===== src/rtl/boreal_cursor_pkg.sv =====
// Shared definitions for the cursor report path: tier codes, FSM states,
// report field widths and a symmetric saturation helper.
package boreal_cursor_pkg;

   localparam logic [1:0] TIER_LOCKED = 2'd0;
   localparam int         TIER_W      = 2;
   localparam int         STALL_W     = 8;

   typedef enum logic [1:0] {
      ST_RUN    = 2'd0,
      ST_LOCKED = 2'd1,
      ST_HALT   = 2'd2
   } state_t;

   // Width of one packed report word: deltas, buttons, sequence number.
   function automatic int rpt_width(int naxes, int dw, int nbtn, int seqw);
      return naxes * dw + nbtn + seqw;
   endfunction

   // Clamp a signed value to +/-(2^(w-1)-1); the most negative code is never produced.
   function automatic logic signed [31:0] sat_sym(logic signed [31:0] v, int w);
      logic signed [31:0] lim;
      lim = (32'sd1 <<< (w - 1)) - 32'sd1;
      if (v > lim)  return lim;
      if (v < -lim) return -lim;
      return v;
   endfunction

endpackage


===== src/rtl/boreal_report_fifo.sv =====
// Report FIFO with a registered head: an entry pushed at edge t is presented
// at edge t+1. Accepts a push while full when the head is popped on the same edge.
module boreal_report_fifo #(
   parameter int WIDTH = 8,
   parameter int DEPTH = 4
) (
   input  logic                     clk,
   input  logic                     rst,
   input  logic                     flush,
   input  logic                     push,
   input  logic [WIDTH-1:0]         push_data,
   input  logic                     ready,
   output logic                     valid,
   output logic [WIDTH-1:0]         head,
   output logic [$clog2(DEPTH):0]   level
);

   localparam int AW = $clog2(DEPTH);
   localparam int LW = AW + 1;

   logic [WIDTH-1:0] mem [DEPTH];
   logic [AW-1:0]    wr_ptr;
   logic [AW-1:0]    rd_ptr;
   logic [AW-1:0]    rd_next;
   logic             pop;
   logic [LW-1:0]    visible;

   assign pop     = valid & ready;
   assign rd_next = pop ? rd_ptr + 1'b1 : rd_ptr;
   // Entries already written before this edge that remain after any pop.
   assign visible = level - LW'(pop);

   // Storage write port.
   // NOTE: the storage array has no reset; only pointers and level define
   // which entries are meaningful, so clearing it would be wasted logic.
   always_ff @(posedge clk) begin
      if (push) mem[wr_ptr] <= push_data;
   end

   // Pointers, occupancy and the registered head.
   // NOTE: state is updated with non-blocking assignments so every register
   // samples pre-edge values regardless of statement order.
   always_ff @(posedge clk) begin
      if (rst || flush) begin
         wr_ptr <= '0;
         rd_ptr <= '0;
         level  <= '0;
         valid  <= 1'b0;
         head   <= '0;
      end else begin
         if (push) wr_ptr <= wr_ptr + 1'b1;
         rd_ptr <= rd_next;
         level  <= level + LW'(push) - LW'(pop);
         if (!valid || pop) begin
            valid <= (visible != '0);
            if (visible != '0) head <= mem[rd_next];
         end
      end
   end

endmodule


===== src/rtl/boreal_report_accum.sv =====
// Motion-report accumulator: sums per-axis deltas between report slots,
// latches short button presses, and queues finished reports behind valid/ready.
module boreal_report_accum
   import boreal_cursor_pkg::*;
#(
   parameter int NAXES = 3,
   parameter int DW    = 8,
   parameter int ACCW  = 12,
   parameter int NBTN  = 2,
   parameter int DEPTH = 4,
   parameter int SEQW  = 4
) (
   input  logic                     clk,
   input  logic                     rst,
   input  logic                     halt_n,
   input  logic [TIER_W-1:0]        tier,
   input  logic                     in_valid,
   input  logic [NAXES*DW-1:0]      in_delta,
   input  logic [NBTN-1:0]          in_btn,
   input  logic                     slot_tick,
   output logic                     out_valid,
   input  logic                     out_ready,
   output logic [NAXES*DW-1:0]      out_delta,
   output logic [NBTN-1:0]          out_btn,
   output logic [SEQW-1:0]          out_seq,
   output logic [$clog2(DEPTH):0]   fifo_level,
   output logic [STALL_W-1:0]       stall_cnt
);

   localparam int RW = rpt_width(NAXES, DW, NBTN, SEQW);
   localparam int LW = $clog2(DEPTH) + 1;

   state_t                  state;
   state_t                  state_next;
   logic signed [ACCW-1:0]  acc   [NAXES];
   logic signed [ACCW-1:0]  eff   [NAXES];
   logic signed [ACCW-1:0]  resid [NAXES];
   logic signed [DW-1:0]    rpt   [NAXES];
   logic [NAXES*DW-1:0]     rpt_delta;
   logic                    motion;
   logic [NBTN-1:0]         latch;
   logic [NBTN-1:0]         last_btn;
   logic [NBTN-1:0]         btn_now;
   logic [SEQW-1:0]         seq;
   logic                    pop;
   logic                    can_push;
   logic                    due;
   logic                    push;
   logic                    defer;
   logic [RW-1:0]           push_data;
   logic [RW-1:0]           head_data;

   assign btn_now  = latch | in_btn;
   assign pop      = out_valid & out_ready;
   assign can_push = (fifo_level != LW'(DEPTH)) | pop;

   // Effective per-axis totals including a same-cycle sample, the clamped
   // report delta, and the residual left behind after a push.
   // NOTE: every variable written here gets a value on every path (defaults
   // first), so no latches are inferred.
   always_comb begin
      motion    = 1'b0;
      rpt_delta = '0;
      for (int k = 0; k < NAXES; k++) begin
         eff[k]   = ACCW'(sat_sym(32'(acc[k]) +
                       (in_valid ? 32'(signed'(in_delta[k*DW +: DW])) : 32'sd0), ACCW));
         rpt[k]   = DW'(sat_sym(32'(eff[k]), DW));
         resid[k] = eff[k] - ACCW'(rpt[k]);
         rpt_delta[k*DW +: DW] = rpt[k];
         motion   = motion | (eff[k] != '0);
      end
   end

   // FSM state register.
   always_ff @(posedge clk) begin
      if (rst) state <= ST_RUN;
      else     state <= state_next;
   end

   // Next state and slot decisions: halt beats lockout beats normal running.
   always_comb begin
      state_next = ST_RUN;
      due        = 1'b0;
      push_data  = {rpt_delta, btn_now, seq};
      if (!halt_n)                  state_next = ST_HALT;
      else if (tier == TIER_LOCKED) state_next = ST_LOCKED;
      case (state)
         ST_RUN: begin
            due = slot_tick & (motion | (btn_now != last_btn));
         end
         ST_LOCKED: begin
            // Release report so the host never sees a button stuck down.
            due       = slot_tick & (last_btn != '0);
            push_data = {{(NAXES*DW+NBTN){1'b0}}, seq};
         end
         default: due = 1'b0;
      endcase
      push  = halt_n & due & can_push;
      defer = halt_n & due & ~can_push;
   end

   // Accumulators, button latch, last reported buttons, sequence and stall count.
   always_ff @(posedge clk) begin
      if (rst) begin
         for (int k = 0; k < NAXES; k++) acc[k] <= '0;
         latch     <= '0;
         last_btn  <= '0;
         seq       <= '0;
         stall_cnt <= '0;
      end else if (!halt_n) begin
         for (int k = 0; k < NAXES; k++) acc[k] <= '0;
         latch <= '0;
      end else begin
         if (defer && stall_cnt != '1) stall_cnt <= stall_cnt + 1'b1;
         if (push) seq <= seq + 1'b1;
         case (state)
            ST_RUN: begin
               if (push) begin
                  for (int k = 0; k < NAXES; k++) acc[k] <= resid[k];
                  latch    <= '0;
                  last_btn <= btn_now;
               end else begin
                  // Deferred or idle slot: keep everything, nothing is lost.
                  for (int k = 0; k < NAXES; k++) acc[k] <= eff[k];
                  if (in_valid) latch <= latch | in_btn;
               end
            end
            ST_LOCKED: begin
               for (int k = 0; k < NAXES; k++) acc[k] <= '0;
               latch <= '0;
               if (push) last_btn <= '0;
            end
            default: begin
               for (int k = 0; k < NAXES; k++) acc[k] <= '0;
               latch <= '0;
            end
         endcase
      end
   end

   boreal_report_fifo #(
      .WIDTH (RW),
      .DEPTH (DEPTH)
   ) u_fifo (
      .clk       (clk),
      .rst       (rst),
      .flush     (~halt_n),
      .push      (push),
      .push_data (push_data),
      .ready     (out_ready),
      .valid     (out_valid),
      .head      (head_data),
      .level     (fifo_level)
   );

   assign {out_delta, out_btn, out_seq} = head_data;

endmodule

===== config.mk =====
export PLATFORM = sky130hd
export DESIGN_NAME = boreal_report_accum
export DESIGN_NICKNAME = d
export VERILOG_FILES = /design/src/rtl/boreal_cursor_pkg.sv /design/src/rtl/boreal_report_fifo.sv /design/src/rtl/boreal_report_accum.sv
export SDC_FILE = /design/constraint.sdc
export NUM_CORES = 1
export LEC_CHECK = 0
export CAP_MARGIN = 20
export CORE_MARGIN = 3
export CORE_UTILIZATION = 66
export DETAILED_ROUTE_END_ITERATION = 6
export HOLD_SLACK_MARGIN = 0.06
export PLACE_DENSITY_LB_ADDON = 0.05
export REMOVE_ABC_BUFFERS = 1
export SETUP_SLACK_MARGIN = 0.02
export SYNTH_ARGS = -nofsm -noshare
export SYNTH_HDL_FRONTEND = slang
export SYNTH_HIERARCHICAL = 1
export SYNTH_SLANG_ARGS = --single-unit

===== constraint.sdc =====
create_clock -name clk -period 12.95 [get_ports clk]
set_input_delay 1.295 -clock clk [delete_from_list [all_inputs] [get_ports clk]]
set_output_delay 1.295 -clock clk [all_outputs]
set_load 0.05 [all_outputs]

# Word level (Yosys, flattened, before mapping)
# Memory sizes are Yosys's and may differ from the RTL's. A register that Yosys moved wholly into a read port is not among the register bits.
# Cells that the tools add are included.
[word_totals]
ram_bits = 156
n_memories = 2
input_bits = 34
regBits = 26
elab_cells = 183
output_inout_bits = 42
[classes]
n_addsub = 13
muxes = 92
bitwise_logic = 29
n_lt_le_gt_ge = 12
n_eq_ne = 6
n_reduce_logical = 19
[memory_table]
columns = ["memory", "depth", "word_bits", "read_ports", "rd_clocked_by_memory_dff", "wr", "line_no", "text"]
rows = [
  ["u_fifo.mem", 4, 30, 1, 1, 1, "boreal_report_fifo.sv:21", "logic [WIDTH-1:0] mem [DEPTH];"],
  ["acc", 3, 12, 3, 0, 3, "boreal_report_accum.sv:35", "logic signed [ACCW-1:0] acc [NAXES];"],
]
[ops]
columns = ["op", "count"]
rows = [
  ["12-bit 2-to-1 mux", 27],
  ["12-bit by 32-bit adder with 32-bit output", 3],
  ["32-bit by 12-bit greater-than comparator with 1-bit output (second input constant)", 3],
  ["32-bit by 12-bit < comparator with 1-bit output (second input constant)", 3],
  ["32-bit 2-to-1 mux", 3],
  ["8-bit 2-to-1 mux", 12],
  ["1-bit 2-to-1 mux", 43],
  ["12-bit by 8-bit greater-than comparator with 1-bit output (second input constant)", 3],
  ["12-bit by 8-bit < comparator with 1-bit output (second input constant)", 3],
  ["12-bit nonzero test", 3],
  ["12-bit by 8-bit subtractor with 12-bit output", 3],
  ["30-bit 2-to-1 mux", 1],
  ["1-bit OR", 19],
  ["8-bit by 1-bit adder with 8-bit output (second input constant)", 1],
  ["2-bit 2-to-1 mux", 4],
  ["8-bit != test (second input constant)", 1],
  ["1-bit AND", 6],
  ["2-bit AND reduction", 3],
  ["3-bit by 1-bit subtractor with 3-bit output", 2],
  ["2-bit by 1-bit adder with 2-bit output (second input constant)", 2],
  ["4-bit by 1-bit adder with 4-bit output (second input constant)", 1],
  ["2-bit logical NOT", 2],
  ["2-bit by 1-bit != test with 1-bit output (second input constant)", 2],
  ["2-bit one-hot mux with 2 select lines", 1],
  ["other kinds (15)", 20],
]

# Longest topological paths before layout
[logic_depth]
ltp_word = 24
ltp_mapped = 38
depth_no_buf = 35

# By module
# Netlist, hierarchy kept.
[by_module_without_submodules]
columns = ["mod", "area_each_um2", "seq_area_each_um2", "n_inst", "cells_per_inst"]
rows = [
  ["boreal_report_accum", 7916.3, 1441.4, 1, 1039],
  ["boreal_report_fifo", 5873.1, 4364.2, 1, 312],
]

# Worst setup path before layout
# No wires, ideal clock.
[synth_timing]
path_kind = "input -> register"
startpoint = "input in_valid"
endpoint = "memory acc[2][10] (netlist: acc[0][34]), data pin"
required_ns = 12.679
path_slack_ns = 4.727
stages = 34
t_arrival_ns = 7.952
setup_ns = 0.271
path_cell_list = "buf_4 buf_2 clkbuf_1 and2_1 ha_1 fa_1 a211oi_1 o21ai_1 a21o_1 nor2_1 nor2_1 o21a_1 ha_1 or4_1 a211oi_1 o221ai_1 a41o_1 or2_2 clkbuf_1 o31ai_1 inv_1 nor2_1 ha_1 nor2b_1 o21ai_0 a21boi_0 o21ai_0 nand2b_1 a21o_1 a21o_1 a21o_1 a21oi_1 xor2_1 o22ai_1"
[synth_lines]
columns = ["item", "line_no", "text"]
rows = [
  ["start, declared", "boreal_report_accum.sv:17", "input logic in_valid,"],
  ["end, declared", "boreal_report_accum.sv:35", ""],
]

==> metrics.csv <==
stage,metric,value,unit
yosys,yosys_warnings,6,
yosys,yosysMostFrequentCell,edfxtp_1,
sta,fin_crit,9.708,ns
die,dieArea,22660,um^2
power_and_ir_drop,p_leak,5.707,nW
global_route,track_usage,0.2986,
finish,num_antenna_cells,0,
clock_network,post_cts_buffers,0,
power_and_ir_drop,p_int,0.001339,W
drt,drt_iter0_markers,1074,
sta,fmax,103.0,MHz
clock_network,cts_tree,built,
placement,gp_congestion,0.9425,
critical_path,cp-start-kind,input port,
die,die_w,150.5,um
yosys,yosysUniqueCellTypes,87,
drt,vias,11200,
clock_network,clkTransAtPathRegs,0.06,ns
clock_network,cts_hold_buffers,0,
placement,port_buffers,75,
drt,via_per_inst,6.544,
placement,dp_hpwl,23400,um
yosys,synthCells,1351,
sta,rsz0062_at_grt,false,
die,io_pins,76,
sta,tns,0,ns
sta,finalCritPeriodShare,0.7497,
sta,finalSetupViolations,0,
critical_path,worst_ep_arrival_time,9.95,ns
yosys,synth.top_cell.area_share,0.3397,
drt,wl,33670,um
die,rows,52,
sta,finalHoldViolCount,0,
die,die_h,150.5,um
run_status,outcome,finished clean,
global_route,antenna_found_initial,0,
die,core_area,20360,um^2
clock_network,cts_root_buffer,clkbuf_16,
yosys,ys_ff_latch,212,
sta,slew_headroom,0.2463,
yosys,syn_area,13790,um^2
yosys,synthArstFlopShare,0,
power_and_ir_drop,peakVddDrop,0.00006750,V
clock_network,cts_sinks,212,
clock_network,htree_num_levels,1,
drt,routedWlPerCell,19.67,um
power_and_ir_drop,seqPwrFrac,0.402,
global_route,grt_max_degree,31,
yosys,avgSynthCellArea,10.21,um^2
sta,finalMaxSlewViolations,0,
die,start_util,0.6771,
global_route,grt_pass1_wl,54590,um
yosys,synth_area_leaders,"edfxtp_1 (34%), dfxtp_1 (8.1%), ha_1 (6.9%)",
yosys,synth_edf_count,156,
critical_path,end_kind,flop,
critical_path,criticalPathCategory,in -> reg,
critical_path,cp_max_fo,22,
power_and_ir_drop,p_per_area,127.3,nW/um^2
power_and_ir_drop,power_frac_clock,0.298,
sta,clock_skew,0.02096,ns
critical_path,slowest_delay,0.81,ns
yosys,synthTopCellsByCount,"edfxtp_1 (156), nor2_1 (128), nand2_1 (89), ha_1 (76), a21oi_1 (67)",
critical_path,rrSetupSlack,5.05,ns
critical_path,critPathSlowestCell,clkdlybuf4s50_1,
clock_network,insertion_delay,0.51,ns
clock_network,cts_resized,0,
finish,layout.nets,1544,
yosys,ys_seq_area_frac,0.4210,
drt,first_pass_iters,6,
power_and_ir_drop,p_switching,0.0006287,W
flow_run,cap_violations,0,
yosys,yosys.area.top_type,edfxtp_1,
clock_network,cts_buffers,22,
global_route,grt_pass1_vias,10840,
sta,worstMarginPinSlew,1.131,ns
critical_path,required,13.19,ns
hold_path,hold_class,reg -> reg,
yosys,synthFlopType,edfxtp_1,
finish,drive_above_1_share,0.07559,
drt,route.detailed.drc,0,
finish,final_util,0.7593,
drt,drtAntennaViolNets,0,
power_and_ir_drop,switching_share,0.3194,
finish,area_growth,12.14,%
power_and_ir_drop,combPwrFrac,0.300,
clock_network,cts_max_path_buffers,3,
global_route,grt.overflow.total,0,
cell type report:
class / instances / area [um^2]
Clock inverter: 10 / 86.33
Multi-Input combinational cell: 1051 / 7602
Fill cell: 1417 / 4901
Timing Repair Buffer: 91 / 870.8
Inverter: 49 / 183.9
Clock buffer: 29 / 576.8
Sequential cell: 212 / 5806
Tap cell: 270 / 337.8
final timing paths:
kind | depth (start not counted) | from | end
min reg2reg | 2 | u_fifo/head[15] | u_fifo/head[15]
min | 2 | u_fifo/head[15] | u_fifo/head[15]
max | 36 | in_valid | acc[0][10]
max reg2reg | 33 | acc[0][0] | acc[0][10]
power by group through the flow:
stage                     sequential [W]  combinational [W]  clock [W]
after floorplan                 0.000809           0.000425          0
after global placement          0.000803           0.000556          0
after detailed placement        0.000804           0.000576          0
after CTS                       0.000790           0.000581   0.000596
after global routing            0.000794           0.000650   0.000620
final                           0.000791           0.000591   0.000587
registers in the layout, indices dropped and copies added, names as in the netlist:
name           flops
u_fifo/wr_ptr      2
u_fifo/head       30
u_fifo/rd_ptr      2
u_fifo/mem       120
latch              2
u_fifo/valid       1
acc               36
stall_cnt          8
last_btn           2
state              2
u_fifo/level       3
seq                4
per-layer routing:
metal / up-vias / GRT usage / wire (um)
li1: 5277 / - / -
met1: 5376 / 0.4114 / 13770
met2: 472 / 0.5035 / 16780
met3: 79 / 0.03371 / 2266
met4: 0 / 0.08509 / 848
met5: - / 0 / 0
through the flow:
stage / total power, W / worst slack [ns] / instance area (um^2) / instances / hold slack, ns
final: 0.001968 / 3.242 / 15460 / 1712 / 0.4583
after global routing: 0.002064 / 2.675 / 15460 / 1712 / 0.4878
after CTS: 0.001967 / 3.388 / 15460 / 1711 / 0.4644
after detailed placement: 0.001380 / 2.914 / 14790 / 1672 / 0.4560
after global placement: 0.001359 / 3.388 / 14790 / 1672 / 0.4477
after floorplan: 0.001234 / 5.130 / 13560 / 1312 / 0.4374
critical path, delay by kind of cell:
family / cells / cell delay (ns)
AOI/OAI and AO/OA: 17 / 3.17
xor gates and xnor gates: 1 / 0.16
adders and majority gates: 5 / 1.40
buffers and inverters: 3 / 1.30
and+or+nand+nor: 10 / 2.61
cells by family (layout without fill, tap and decap cells):
group | count (synthesis) | count (layout) | share of synthesized area
compound gates | 380 | 380 | 0.1968
xor+xnor | 67 | 67 | 0.04310
fa+ha+maj | 84 | 84 | 0.07985
buf+inv | 123 | 179 | 0.03920
flops | 212 | 212 | 0.4210
mux | 39 | 39 | 0.05644
other cells | 1 | 36 | 0.0002719
simple gates | 445 | 445 | 0.1633
cell usage in the layout (no fill, tap or decap), types with 9 or more instances in the layout:
cell type and n:
a211oi_1 17, or4_1 9, nor4_1 21, a31oi_1 16, ha_1 76, a21oi_1 66, nor2b_1 13, nand2b_1 14
mux4_2 31, clkdlybuf4s50_1 75, xnor2_1 50, or3_1 10, o21ai_0 61, edfxtp_1 156, nor2_1 127, and2_1 38
clkbuf_16 22, o21a_1 16, o211ai_1 9, nor3_1 32, o22ai_1 16, nand2_1 89, a21o_1 28, xor2_1 15
o2bb2ai_1 51, dfxtp_1 56, buf_4 15, inv_1 49, nand3_1 39, conb_1 36
(Power assumes the default switching activity.)
